==> src/rtl/fetch_pkg.sv <==
// Shared types and default sizing for the instruction fetch stage.
package fetch_pkg;

    localparam int DEF_ADDR_W  = 8;
    localparam int DEF_DATA_W  = 16;
    localparam int DEF_TIMEOUT = 16;

    typedef enum logic [2:0] {
        ST_IDLE,
        ST_REQ,
        ST_LOAD,
        ST_DONE,
        ST_FAULT
    } fetch_state_e;

endpackage

==> src/rtl/pc_counter.sv <==
// Program counter: async reset, synchronous jump load, increment with wrap.
module pc_counter
    import fetch_pkg::*;
#(
    parameter int ADDR_W = DEF_ADDR_W
) (
    input  logic              clk,
    input  logic              rst,
    input  logic              load,
    input  logic [ADDR_W-1:0] load_addr,
    input  logic              inc,
    output logic [ADDR_W-1:0] pc
);

    logic [ADDR_W-1:0] pc_q;
    logic [ADDR_W-1:0] pc_d;

    always_comb begin
        // NOTE: default first so every path assigns pc_d; otherwise a latch is inferred.
        pc_d = pc_q;
        if (load) begin
            pc_d = load_addr;
        end else if (inc) begin
            pc_d = pc_q + ADDR_W'(1);
        end
    end

    // NOTE: non-blocking assignments in clocked blocks so all flops update together.
    always_ff @(posedge clk or posedge rst) begin
        if (rst) begin
            pc_q <= '0;
        end else begin
            pc_q <= pc_d;
        end
    end

    assign pc = pc_q;

endmodule

==> src/rtl/fetch_unit.sv <==
// Instruction fetch stage: PC, request/ack memory read, IR load strobe,
// fetch-complete pulse and a sticky fault on memory timeout.
module fetch_unit
    import fetch_pkg::*;
#(
    parameter int ADDR_W  = DEF_ADDR_W,
    parameter int DATA_W  = DEF_DATA_W,
    parameter int TIMEOUT = DEF_TIMEOUT
) (
    input  logic              clk,
    input  logic              rst,
    input  logic              fetch_req,
    input  logic              jump_en,
    input  logic [ADDR_W-1:0] jump_addr,
    output logic [ADDR_W-1:0] mem_addr,
    output logic              mem_rd,
    input  logic [DATA_W-1:0] mem_rdata,
    input  logic              mem_ack,
    output logic [DATA_W-1:0] ir_d,
    output logic              ir_read,
    output logic [ADDR_W-1:0] pc,
    output logic              busy,
    output logic              fetch_done,
    output logic              fault
);

    // Counter only needs to reach TIMEOUT-1; the next missed ack is the fault.
    localparam int              CNT_W    = $clog2(TIMEOUT);
    localparam logic [CNT_W-1:0] CNT_LAST = CNT_W'(TIMEOUT - 1);

    fetch_state_e      state_q, state_d;
    logic [CNT_W-1:0]  to_cnt_q, to_cnt_d;
    logic [ADDR_W-1:0] mem_addr_q, mem_addr_d;
    logic              mem_rd_q, mem_rd_d;
    logic [DATA_W-1:0] ir_d_q, ir_d_d;
    logic              ir_read_q, ir_read_d;
    logic              busy_q, busy_d;
    logic              fetch_done_q, fetch_done_d;
    logic              fault_q, fault_d;
    logic              pc_load;
    logic              pc_inc;

    pc_counter #(
        .ADDR_W(ADDR_W)
    ) u_pc_counter (
        .clk      (clk),
        .rst      (rst),
        .load     (pc_load),
        .load_addr(jump_addr),
        .inc      (pc_inc),
        .pc       (pc)
    );

    always_comb begin
        state_d    = state_q;
        to_cnt_d   = to_cnt_q;
        mem_addr_d = mem_addr_q;
        ir_d_d     = ir_d_q;
        pc_load    = 1'b0;
        pc_inc     = 1'b0;

        case (state_q)
            ST_IDLE: begin
                // A jump drops a simultaneous fetch request.
                if (jump_en) begin
                    pc_load = 1'b1;
                end else if (fetch_req) begin
                    state_d    = ST_REQ;
                    mem_addr_d = pc;
                    to_cnt_d   = '0;
                end
            end
            ST_REQ: begin
                if (mem_ack) begin
                    ir_d_d  = mem_rdata;
                    state_d = ST_LOAD;
                end else if (to_cnt_q == CNT_LAST) begin
                    state_d = ST_FAULT;
                end else begin
                    to_cnt_d = to_cnt_q + CNT_W'(1);
                end
            end
            ST_LOAD: begin
                pc_inc  = 1'b1;
                state_d = ST_DONE;
            end
            ST_DONE:  state_d = ST_IDLE;
            ST_FAULT: state_d = ST_FAULT;
            default:  state_d = ST_IDLE;
        endcase

        // Strobes trail their state by one edge so fetch_done follows the IR latch.
        mem_rd_d     = (state_d == ST_REQ);
        ir_read_d    = (state_q == ST_LOAD);
        fetch_done_d = (state_q == ST_DONE);
        busy_d       = (state_d != ST_IDLE) || (state_q == ST_DONE);
        fault_d      = (state_d == ST_FAULT);
    end

    always_ff @(posedge clk or posedge rst) begin
        if (rst) begin
            state_q      <= ST_IDLE;
            to_cnt_q     <= '0;
            mem_addr_q   <= '0;
            mem_rd_q     <= 1'b0;
            ir_d_q       <= '0;
            ir_read_q    <= 1'b0;
            busy_q       <= 1'b0;
            fetch_done_q <= 1'b0;
            fault_q      <= 1'b0;
        end else begin
            state_q      <= state_d;
            to_cnt_q     <= to_cnt_d;
            mem_addr_q   <= mem_addr_d;
            mem_rd_q     <= mem_rd_d;
            ir_d_q       <= ir_d_d;
            ir_read_q    <= ir_read_d;
            busy_q       <= busy_d;
            fetch_done_q <= fetch_done_d;
            fault_q      <= fault_d;
        end
    end

    assign mem_addr   = mem_addr_q;
    assign mem_rd     = mem_rd_q;
    assign ir_d       = ir_d_q;
    assign ir_read    = ir_read_q;
    assign busy       = busy_q;
    assign fetch_done = fetch_done_q;
    assign fault      = fault_q;

endmodule

==> config.mk <==
export PLATFORM = sky130hd
export DESIGN_NAME = fetch_unit
export DESIGN_NICKNAME = d
export VERILOG_FILES = /design/src/rtl/fetch_pkg.sv /design/src/rtl/pc_counter.sv /design/src/rtl/fetch_unit.sv
export SDC_FILE = /design/constraint.sdc
export NUM_CORES = 1
export LEC_CHECK = 0
export CAP_MARGIN = 30
export CORE_ASPECT_RATIO = 2
export CORE_MARGIN = 5
export CORE_UTILIZATION = 50
export CTS_BUF_LIST = sky130_fd_sc_hd__clkbuf_2
export CTS_CLUSTER_DIAMETER = 200
export DETAILED_ROUTE_END_ITERATION = 7
export PLACE_DENSITY = 0.87
export SLEW_MARGIN = 20
export SYNTH_ARGS = -nofsm -noshare
export SYNTH_HDL_FRONTEND = slang
export SYNTH_SLANG_ARGS = --single-unit
==> constraint.sdc <==
create_clock -name clk -period 3.99 [get_ports clk]
set_clock_uncertainty 0.2 [all_clocks]
set_input_delay 0.798 -clock clk [delete_from_list [all_inputs] [get_ports clk]]
set_output_delay 0.798 -clock clk [all_outputs]
set_load 0.01 [all_outputs]
==> flow_metrics.tcl <==
set metrics [dict create \
    status "finished clean" \
    cts_htree_levels 2 \
    r2r_start "state_q[2]" \
    critPathTopFamily "buffers and inverters" \
    critPathCaptureType "output pin" \
    maxCapViolCount 0 \
    fill_cells 305 \
    cts_buffers 5 \
    relSlewSlack_pct 49.4 \
    final.setup.worst_slack_ns 1.46 \
    start_util_pct 51.8 \
    grt_usage_pct 17.0 \
    drv_slew 0 \
    portBuffers 65 \
    r2r_slack_ns 1.72 \
    postRouteAntennaNets 0 \
    reg2reg_to "ir_d[10]" \
    die-area_um2 5180 \
    synth_top_area_share_pct 58.3 \
    synthDistinctLibCells 36 \
    postPlaceCellArea_um2 2560 \
    irDropWorstVdd_v 0.000493 \
    leakage_nw 1.13 \
    synth.top_cells.by_area "dfrtp_1, mux2_2, nand2_1" \
    grt_max_degree 45 \
    holdCritStartpoint "mem_addr[7]" \
    cts_root_buf "clkbuf_2" \
    cp_max_fo 7 \
    clock_sinks 44 \
    hold_class "reg -> reg" \
    worstHoldPathCells 2 \
    required_ns 2.99 \
    syn_area_um2 1890 \
    hold_slack_ns 0.308 \
    setup_viol 0 \
    globalplace.congestion 0.802 \
    cp.buffers_inverters 1 \
    timing.final.crit_period_ns 2.53 \
    layout_commonest_cell "clkdlybuf4s50_1" \
    antenna_found_initial 0 \
    critPathMaxStageDelay_ns 0.60 \
    dr.pass1.iters 4 \
    timing.setup.tns_ns 0 \
    power_density_nw_per_um2 741 \
    via_count 1464 \
    wire_per_inst_um 14.2 \
    clk-insertion-delay-late_ns 0.39 \
    rsz0062_at_grt "false" \
    synth_nets 194 \
    hpwlAfterDp_um 3040 \
    die_w_um 53.5 \
    worst_pin_slew_ns 0.759 \
    path_cells "clkdlybuf4s50_1" \
    netlist_instances 163 \
    critPathArrivalTime_ns 1.53 \
    max_freq_mhz 395 \
    io_pins 66 \
    drive_above_1_share_pct 12.1 \
    reg2regPathDepth 3 \
    hold_buffers 0 \
    cts_tree "built" \
    dr.first_iter.drc_count 31 \
    diodes 0 \
    core_um2 3650 \
    yosys.area.top_type "dfrtp_1" \
    syn_avg_cell_area_um2 11.6 \
    rows 31 \
    place_worst_setup_slack_ns 1.13 \
    post_cts_buffers 0 \
    yosysWarnings 0 \
    grt_pass1_wl_um 6580 \
    nets 261 \
    startpoint_type "register" \
    min_to "mem_addr[7]" \
    clk_pin_slew_ns 0.21 \
    yosysSeqAreaShare_pct 58.3 \
    grt_overflow 0 \
    critPathKind "reg -> out" \
    drt_wl_total_um 3980 \
    fin_crit_sh_pct 63.4 \
    cts_max_path_buffers 2 \
    p_total_mw 1.96 \
    synth_seq_cells 44 \
    layout_common_cells "clkdlybuf4s50_1, dfrtp_1, nand2_1" \
    stdcell_area_um2 2650 \
    post_cts_resized 0 \
    slowest_stage "clkdlybuf4s50_1" \
    vias_per_cell 5.23 \
    die_y_um 96.9 \
    hold_violations 0 \
    drc 0 \
    area_growth_pct 40.0 \
    first_global_vias 1528 \
]
[Yosys cell counts]
cell        n
dfrtp_1    44
nand2_1    27
mux2_2     16
a21oi_1    12
nor2_1     10
nand3_1     4
xor2_1      4
and2_1      3
inv_1       3
nand4_1     3
nor3_1      3
o2bb2ai_1   3
buf_4       2
clkbuf_1    2
ha_1        2
nand3b_1    2
nor3b_1     2
nor4_1      2
xnor2_1     2
a211oi_1    1
a22oi_1     1
a32oi_1     1
and3_1      1
and3b_1     1
and4_1      1
buf_2       1
buf_6       1
inv_8       1
nand4_4     1
o21a_1      1
o21ai_0     1
o221a_2     1
o311ai_0    1
or2b_1      1
or3b_1      1
or3b_4      1
[cell families (layout without fill, tap and decap cells)]
family / count (synthesis) / in the layout / synth area share [%]
adder cells (fa/ha/maj): 2 / 2 / 1.32
AND/OR/NAND/NOR: 63 / 63 / 17.3
XOR/XNOR: 6 / 6 / 2.78
buffers and inverters: 10 / 78 / 3.24
multiplexers: 16 / 16 / 9.54
flip-flops: 44 / 44 / 58.3
AO/OA/AOI/OAI: 22 / 22 / 7.55
[area by class of cell]
| type | count | area, um^2 | share of cell area (%) |
|---|---|---|---|
| Sequential cell | 44 | 1100 | 41.6 |
| Multi-Input combinational cell | 109 | 727 | 27.5 |
| Timing Repair Buffer | 66 | 671 | 25.4 |
| Tap cell | 49 | 61.3 | 2.32 |
| Clock inverter | 3 | 37.5 | 1.42 |
| Clock buffer | 5 | 25.0 | 0.946 |
| Inverter | 4 | 22.5 | 0.851 |
[worst max-delay path by stage]
stage | startpoint | endpoint | slack, ns | cells after the start
4_1_cts | u_pc_counter.pc[2] | pc[2] | 1.43 | 1
3_5_place_dp | mem_ack | ir_d[10] | 1.13 | 3
5_1_grt | u_pc_counter.pc[2] | pc[2] | 1.37 | 1
2_1_floorplan | mem_ack | ir_d[10] | 1.86 | 5
6_report | u_pc_counter.pc[2] | pc[2] | 1.46 | 1
3_3_place_gp | mem_ack | ir_d[8] | 1.16 | 3
[report_power, final]
part           internal, mW  total (mW)  switching [mW]
Clock                 0.102       0.237           0.135
Sequential            0.647       0.803           0.156
Combinational         0.531       0.918           0.387
[per-layer routing]
metal	GRT usage [%]	share of wire (%)	up-vias
met3	4.15	6.4	7
met4	8.07	2.5	0
li1	-	-	698
met2	30.5	55	46
met5	0	0	-
met1	17.0	36	713
[state kept, by name (all words and copies together) (netlist names), 3 cells and up]
register         flops
state_q              3
ir_d                16
u_pc_counter.pc      8
to_cnt_q             4
mem_addr             8
[metrics by stage]
stage,instances,utilization [%]
CTS,279,72.0
detailed placement,271,70.3
floorplan,163,-
finish,280,72.5
global placement,271,70.3
global route,280,72.5
Note: power is estimated with default switching activity, not from simulation.
